===== config.mk =====
export PLATFORM = sky130hd
export DESIGN_NAME = shift_reg2_driver_flat
export DESIGN_NICKNAME = d
export VERILOG_FILES = /design/src/rtl/shift_reg2_driver_if.sv /design/src/rtl/shift_reg2_driver.sv /design/src/flat_wrapper.sv
export SDC_FILE = /design/constraint.sdc
export NUM_CORES = 1
export LEC_CHECK = 0
export BUFFER_PORTS_ARGS = -buffer_cell sky130_fd_sc_hd__buf_2
export CORE_ASPECT_RATIO = 2
export CORE_MARGIN = 8
export CORE_UTILIZATION = 45
export DETAILED_ROUTE_END_ITERATION = 8
export PLACE_DENSITY = 0.71
export RECOVER_POWER = 100
export SKIP_LAST_GASP = 1
export SLEW_MARGIN = 20
export SYNTH_ARGS = -nofsm -noshare
export SYNTH_HDL_FRONTEND = slang
export SYNTH_SLANG_ARGS = --single-unit

===== constraint.sdc =====
create_clock -name i_clk -period 3.2 [get_ports i_clk]
set_input_delay 0.48 -clock i_clk [delete_from_list [all_inputs] [get_ports i_clk]]
set_output_delay 0.48 -clock i_clk [all_outputs]
set_load 0.005 [all_outputs]

===== src/rtl/shift_reg2_driver_if.sv =====
// Bundles the request, response and shift-register pins of shift_reg2_driver.
// The master modport is the driver's view of these pins.
interface shift_reg2_driver_if;
    logic       req_valid;
    logic       req_ready;
    logic [7:0] req_data;
    logic       req_dir;
    logic [3:0] req_count;
    logic       rsp_valid;
    logic       rsp_ready;
    logic [7:0] rsp_data;
    logic       rsp_err;
    logic       sr_enable;
    logic [2:0] sr_shift_direction;
    logic [7:0] sr_data_in;
    logic [7:0] sr_data_out;
    logic       busy;

    modport master (
        input  req_valid, req_data, req_dir, req_count, rsp_ready, sr_data_out,
        output req_ready, rsp_valid, rsp_data, rsp_err,
        output sr_enable, sr_shift_direction, sr_data_in, busy
    );

    modport slave (
        output req_valid, req_data, req_dir, req_count, rsp_ready, sr_data_out,
        input  req_ready, rsp_valid, rsp_data, rsp_err,
        input  sr_enable, sr_shift_direction, sr_data_in, busy
    );
endinterface


===== src/rtl/shift_reg2_driver.sv =====
// Drives an 8-bit shift register through load/shift/capture for each request and
// compares the read-back value against an internal reference model.
module shift_reg2_driver #(
    parameter logic [2:0]  CODE_LOAD = 3'b011,
    parameter logic [2:0]  CODE_SHR  = 3'b000,
    parameter logic [2:0]  CODE_SHL  = 3'b100,
    parameter int unsigned MAX_CNT   = 8
) (
    input  logic                i_clk,
    input  logic                i_reset,
    shift_reg2_driver_if.master io_bus
);

    localparam logic [3:0] MaxCnt = 4'(MAX_CNT);

    typedef enum logic [2:0] {
        StIdle,
        StLoad,
        StShift,
        StCapture,
        StResp
    } state_e;

    state_e     r_state;
    state_e     w_state_next;
    logic [7:0] r_data;
    logic       r_dir;
    logic [3:0] r_cnt;
    logic [3:0] w_cnt_next;
    logic [7:0] r_model;
    logic [7:0] w_model_next;
    logic [7:0] r_rsp_data;
    logic       r_rsp_err;
    logic       w_accept;
    logic [3:0] w_req_cnt_sat;

    assign w_accept      = io_bus.req_valid && (r_state == StIdle);
    assign w_req_cnt_sat = (io_bus.req_count > MaxCnt) ? MaxCnt : io_bus.req_count;

    always_comb begin
        w_state_next = r_state;
        w_cnt_next   = r_cnt;
        w_model_next = r_model;
        unique case (r_state)
            StIdle: begin
                if (w_accept) begin
                    w_state_next = StLoad;
                    w_cnt_next   = w_req_cnt_sat;
                    w_model_next = io_bus.req_data;
                end
            end
            StLoad: begin
                w_state_next = (r_cnt != 4'd0) ? StShift : StCapture;
            end
            StShift: begin
                w_cnt_next   = r_cnt - 4'd1;
                w_model_next = r_dir ? {r_model[6:0], 1'b0} : {1'b0, r_model[7:1]};
                if (r_cnt == 4'd1) begin
                    w_state_next = StCapture;
                end
            end
            StCapture: begin
                w_state_next = StResp;
            end
            StResp: begin
                if (io_bus.rsp_ready) begin
                    w_state_next = StIdle;
                end
            end
            default: begin
                w_state_next = StIdle;
            end
        endcase
    end

    always_ff @(posedge i_clk or posedge i_reset) begin
        if (i_reset) begin
            r_state    <= StIdle;
            r_data     <= 8'h00;
            r_dir      <= 1'b0;
            r_cnt      <= 4'd0;
            r_model    <= 8'h00;
            r_rsp_data <= 8'h00;
            r_rsp_err  <= 1'b0;
        end else begin
            r_state <= w_state_next;
            r_cnt   <= w_cnt_next;
            r_model <= w_model_next;
            if (w_accept) begin
                r_data <= io_bus.req_data;
                r_dir  <= io_bus.req_dir;
            end
            if (r_state == StCapture) begin
                r_rsp_data <= io_bus.sr_data_out;
                r_rsp_err  <= (io_bus.sr_data_out != r_model);
            end
        end
    end

    // Register pins decode from state only, so reset drops sr_enable immediately.
    always_comb begin
        io_bus.sr_enable          = 1'b0;
        io_bus.sr_shift_direction = CODE_LOAD;
        io_bus.sr_data_in         = 8'h00;
        unique case (r_state)
            StLoad: begin
                io_bus.sr_enable  = 1'b1;
                io_bus.sr_data_in = r_data;
            end
            StShift: begin
                io_bus.sr_enable          = 1'b1;
                io_bus.sr_shift_direction = r_dir ? CODE_SHL : CODE_SHR;
            end
            default: begin
            end
        endcase
    end

    assign io_bus.req_ready = (r_state == StIdle);
    assign io_bus.rsp_valid = (r_state == StResp);
    assign io_bus.rsp_data  = r_rsp_data;
    assign io_bus.rsp_err   = r_rsp_err;
    assign io_bus.busy      = (r_state != StIdle);

endmodule

===== src/flat_wrapper.sv =====
// flat-port wrapper written by rule: the top's interface ports become plain ports
module shift_reg2_driver_flat 
#(
    parameter logic [2:0]  CODE_LOAD = 3'b011,
    parameter logic [2:0]  CODE_SHR  = 3'b000,
    parameter logic [2:0]  CODE_SHL  = 3'b100,
    parameter int unsigned MAX_CNT   = 8
)
  (i_clk, i_reset, io_bus_req_valid, io_bus_req_data, io_bus_req_dir, io_bus_req_count, io_bus_rsp_ready, io_bus_sr_data_out, io_bus_req_ready, io_bus_rsp_valid, io_bus_rsp_data, io_bus_rsp_err, io_bus_sr_enable, io_bus_sr_shift_direction, io_bus_sr_data_in, io_bus_busy);
  shift_reg2_driver_if io_bus_i ();
  input  logic i_clk;
  input  logic i_reset;
  input wire logic [$bits(io_bus_i.req_valid)-1:0] io_bus_req_valid;
  input wire logic [$bits(io_bus_i.req_data)-1:0] io_bus_req_data;
  input wire logic [$bits(io_bus_i.req_dir)-1:0] io_bus_req_dir;
  input wire logic [$bits(io_bus_i.req_count)-1:0] io_bus_req_count;
  input wire logic [$bits(io_bus_i.rsp_ready)-1:0] io_bus_rsp_ready;
  input wire logic [$bits(io_bus_i.sr_data_out)-1:0] io_bus_sr_data_out;
  output wire logic [$bits(io_bus_i.req_ready)-1:0] io_bus_req_ready;
  output wire logic [$bits(io_bus_i.rsp_valid)-1:0] io_bus_rsp_valid;
  output wire logic [$bits(io_bus_i.rsp_data)-1:0] io_bus_rsp_data;
  output wire logic [$bits(io_bus_i.rsp_err)-1:0] io_bus_rsp_err;
  output wire logic [$bits(io_bus_i.sr_enable)-1:0] io_bus_sr_enable;
  output wire logic [$bits(io_bus_i.sr_shift_direction)-1:0] io_bus_sr_shift_direction;
  output wire logic [$bits(io_bus_i.sr_data_in)-1:0] io_bus_sr_data_in;
  output wire logic [$bits(io_bus_i.busy)-1:0] io_bus_busy;
  assign io_bus_i.req_valid = io_bus_req_valid;
  assign io_bus_i.req_data = io_bus_req_data;
  assign io_bus_i.req_dir = io_bus_req_dir;
  assign io_bus_i.req_count = io_bus_req_count;
  assign io_bus_i.rsp_ready = io_bus_rsp_ready;
  assign io_bus_i.sr_data_out = io_bus_sr_data_out;
  assign io_bus_req_ready = io_bus_i.req_ready;
  assign io_bus_rsp_valid = io_bus_i.rsp_valid;
  assign io_bus_rsp_data = io_bus_i.rsp_data;
  assign io_bus_rsp_err = io_bus_i.rsp_err;
  assign io_bus_sr_enable = io_bus_i.sr_enable;
  assign io_bus_sr_shift_direction = io_bus_i.sr_shift_direction;
  assign io_bus_sr_data_in = io_bus_i.sr_data_in;
  assign io_bus_busy = io_bus_i.busy;
  shift_reg2_driver #(.CODE_LOAD(CODE_LOAD), .CODE_SHR(CODE_SHR), .CODE_SHL(CODE_SHL), .MAX_CNT(MAX_CNT)) u_core (.i_clk(i_clk), .i_reset(i_reset), .io_bus(io_bus_i));
endmodule

; ---- Word level (Yosys, flattened, before mapping)
; Index checks and enable logic that the tools add are counted.
[totals]
ff_bits = 33
inputBits = 25
word_cells = 41
[op_classes]
n_eq_ne = 9
n_addsub = 1
order_cmp = 1
reduce_logical = 8
muxes = 15
[op_table]
columns = cell, n
row1 = 2-to-1 mux 8 bit, 3
row2 = case mux 8 bit (2 select lines), 1
row3 = 2-to-1 mux 3 bit, 5
row4 = case mux 3 bit (5 select lines), 1
row5 = 2-to-1 mux 4 bit, 2
row6 = != test 8 bit, 1
row7 = case mux 4 bit (2 select lines), 1
row8 = "equality test 3 x 2 -> 1 bit, second input constant", 2
row9 = "equality test 4 x 1 -> 1 bit, second input constant", 1
row10 = "> comparator 4 bit, second input constant", 1
row11 = "!= test 2 x 1 -> 1 bit, second input constant", 2
row12 = nonzero test 4 bit, 1
row13 = "subtractor 4 x 1 -> 4 bit, second input constant", 1
row14 = "equality test 3 x 1 -> 1 bit, second input constant", 1
row15 = "equality test 3 bit, second input constant", 1
row16 = logical NOT 3 bit, 1
row17 = AND reduction 3 bit, 1
row18 = nonzero test 3 bit, 1
row19 = 2-to-1 mux 1 bit, 2
row20 = "!= test 2 bit, second input constant", 1
row21 = AND reduction 2 bit, 1
row22 = nonzero test 2 bit, 1
row23 = OR reduction 2 bit, 1
row24 = logical AND 1 bit, 1

; ---- Logic depth before layout (Yosys ltp)
[logic_depth]
ltp_word = 4
ltp_mapped = 6
mapped_depth_nobuf = 5

; ---- Least setup slack after synthesis
; OpenSTA, ideal clock, no wires.
[synth_timing]
kind = register -> output
start = reg u_core.r_state[0]
end = out io_bus_sr_shift_direction[1]
arrival_time_ns = 1.149
setup_slack_ns = 1.571
required_time_ns = 2.720
path_stages_with_launch = 6
cell_sequence = dfrtp_1 -> buf_4 -> nor3b_1 -> inv_1 -> buf_2 -> buf_4
[synth_between]
elab_chain_len = 2
[synth_lines]
columns = element, line
row1 = start: declaration, shift_reg2_driver.sv:24  ; state_e r_state;
row2 = start signal: assignment, shift_reg2_driver.sv:78  ; r_state <= StIdle;
row3 = start signal: assignment, shift_reg2_driver.sv:86  ; r_state <= w_state_next;
row4 = equality test 3 x 2 -> 1 bit, shift_reg2_driver.sv:105  ; unique case (r_state)
row5 = 2-to-1 mux 3 bit, shift_reg2_driver.sv:105
row6 = end: declaration, flat_wrapper.sv:24  ; output wire logic [$bits(io_bus_i.sr_shift_direction)-1:0] io_bus_sr_shift_direction;
; No other way between the ends.

; ---- Final worst setup path
[layout_timing]
start = reg u_core.r_state[1]
end = out io_bus_sr_shift_direction[0]
; Same word-level chain as after synthesis.

==> run summary <==
clock group share of total power = 19.3%
fin crit share = 75.09%
Max IR drop VDD = 0.0006042 V
die area = 6181 µm²
Post-CTS Setup Bufs = 0
Slew Viols, Final = 34
vias in the first global route = 1395
Yosys cell types = 41
Synth area leader = dfrtp_1
Placement Setup Slack = 1308 ps
R2R setup slack = 1200 ps
FFs w/ async S/R, synth = 100.0%
Ys Warns = 0
kind of critical path = reg -> out
core area = 3764 µm²
Inserted Diodes = 0
drt initial violations = 32
Sink Count = 33
Crit-path slowest cell = dfrtp_1
CTS clk-pin slew, worst paths = 70 ps
nets@finish = 243
Power Density = 1004 nW/µm²
Post-synth EDFFs = 0
Vias = 1321
Final Hold Viols = 0
max-cap violation count = 1
DR vias/cell = 4.948
Total Routing Usage GR = 13.97%
DRC violations left = 0
hold_buf cts = 0
DRT Pass-1 Iters = 4
Avg Inst Size Synth = 10.31 µm²
H-tree levels = 2
slowest stage delay, CP = 530 ps
initial antenna violation count = 0
top cell type's share of synthesized area = 47.97%
DP HPWL = 2.785 mm
largest net degree at the start of global routing = 34
Resize count post-CTS = 0
Remaining Overflow, GRT = 0
dominant cells by area after synthesis = dfrtp_1 48%, nand2_1 7.2%, mux2_2 5.9%
relative max-transition margin = -14.97%
CP required = 2720 ps
Inserted Clock Buffers = 5
post-route setup slack = 797.0 ps
ys flop type = dfrtp_1
Post-synth top cells = 33 x dfrtp_1, 33 x nand2_1, 10 x and2_1, 9 x mux2_2
syn_nets = 195
clk_skew = 3.234 ps
Layout area overhead = 19.77%
fmax = 416.1 MHz
first-pass GRT wire length = 6.520 mm
worst-path cell chain = nor3b_1 > clkbuf_1 > inv_1 > clkbuf_1
share of post-route cells with drive strength above 1 = 28.70%
Clock Tree Buf Depth = 2
port buffer count = 48
P_leak = 0.0009927 µW
Gate Count Post-Synth = 167
Root Driver = clkbuf_8
outcome = finished, violations left
Setup TNS = 0 ps
Seq/Total Area, Yosys = 47.97%
num rows = 32
crit path time final = 2403 ps
Slew @ Worst Pin = 1725 ps
CP max FO = 16
CP arrival = 1920 ps
Sequential Power Share = 40.0%
TritonCTS clock tree = built
RSZ-0062 raised after global routing = false
synthesis-stage register bit count = 33
CP startpoint kind = register
final antenna-violating net count = 0
post-synthesis cell area = 1722 µm²
failing checks = max-capacitance violations, max-slew violations
Hold WC Path Type = in -> reg
internal power = 1285 µW
worst skew pair latency = 290 ps
non-filler instance count after layout = 267
power share of the combinational group = 40.6%
family with the most delay on the worst path = buffers and inverters
Psw = 784.9 µW
Die Y = 103.5 µm
total power = 2070 µW
die width = 59.74 µm
sw frac = 37.92%
DP Cell Count = 259
crit path capture type = primary output
total wire length = 3.806 mm
initial core utilization = 45.74%
routed length per instance = 14.25 µm
CP Buf/Inv Count = 3
routability cong. = 0.7598
most frequent CP cell = clkbuf_1
Finish-stage setup viols = 0
num ports = 49
-- final timing paths --
check | startpoint | endpoint | cells after the start
setup / recovery | u_core.r_state[1] | io_bus_sr_shift_direction[0] | 4
hold / removal | io_bus_req_dir | u_core.r_dir | 3
setup reg to reg | u_core.r_state[1] | u_core.r_model[6] | 5
hold reg to reg | u_core.r_data[7] | u_core.r_data[7] | 2
max in group asynchronous | i_reset | u_core.r_data[1] | 3
min in group asynchronous | i_reset | u_core.r_cnt[3] | 3
-- state kept, by name (all words and copies together), names as in the netlist --
signal,flops
u_core.r_data,8
u_core.r_cnt,4
u_core.r_model,8
u_core.r_state,3
u_core.r_dir,1
u_core.io_bus.rsp_err,1
u_core.io_bus.rsp_data,8
-- worst reg2reg max path: stages (launching register included) --
cell and delay [ps]:
dfrtp_1 530, nor3b_1 220, clkbuf_1 350, inv_1 340, a211oi_1 340, a31oi_1 90
-- power by group through the flow --
stage	registers [µW]	logic [µW]	clock network [µW]
floorplan	751	715	0
CTS	826	889	413
global placement	818	863	0
finish	828	841	400
detailed placement	831	879	0
global route	864	958	434
-- logic make-up after synthesis --
family                   synth area share, %
multiplexers                           8.212
AND/OR/NAND/NOR                        21.37
AO/OA/AOI/OAI                          9.593
flip-flops                             47.97
adder cells (fa/ha/maj)                2.180
XOR/XNOR                               4.070
buffers and inverters                  6.613
-- cell type report --
class | instances | area (µm²)
multi-input combinational | 115 | 778.2
fill | 379 | 1702
inverter | 8 | 30.03
timing repair buffer | 52 | 249.0
clock inverter | 3 | 46.29
clock buffer | 5 | 68.82
tap | 51 | 63.81
sequential | 33 | 825.8
-- metrics by stage --
step	hold WS, ps	utilization [%]	area, µm²
2_1_floorplan	436.6	-	1722
3_5_place_dp	460.0	52.39	1972
3_3_place_gp	448.8	52.39	1972
4_1_cts	279.9	55.45	2087
5_1_grt	392.5	54.79	2062
6_report	380.4	54.79	2062
-- layer usage --
metal  global-route usage [%]  routed length [µm]  vias up
met4                    5.000                  48        0
li1                         -                   -      671
met3                    6.072                 310        4
met2                    21.82                1790       53
met1                    16.44                1656      593
met5                        0                   0        -
-- placed cells by master (no fill, tap or decap), types with 4 or more instances in the layout --
master	instances
clkbuf_1	11
xnor2_1	8
nand2_1	33
mux2i_1	4
a31oi_1	4
buf_2	40
inv_1	8
nor2_1	5
dfrtp_1	33
clkbuf_8	5
mux2_2	9
and2_0	7
Note: power is estimated with default switching activity, not from simulation.
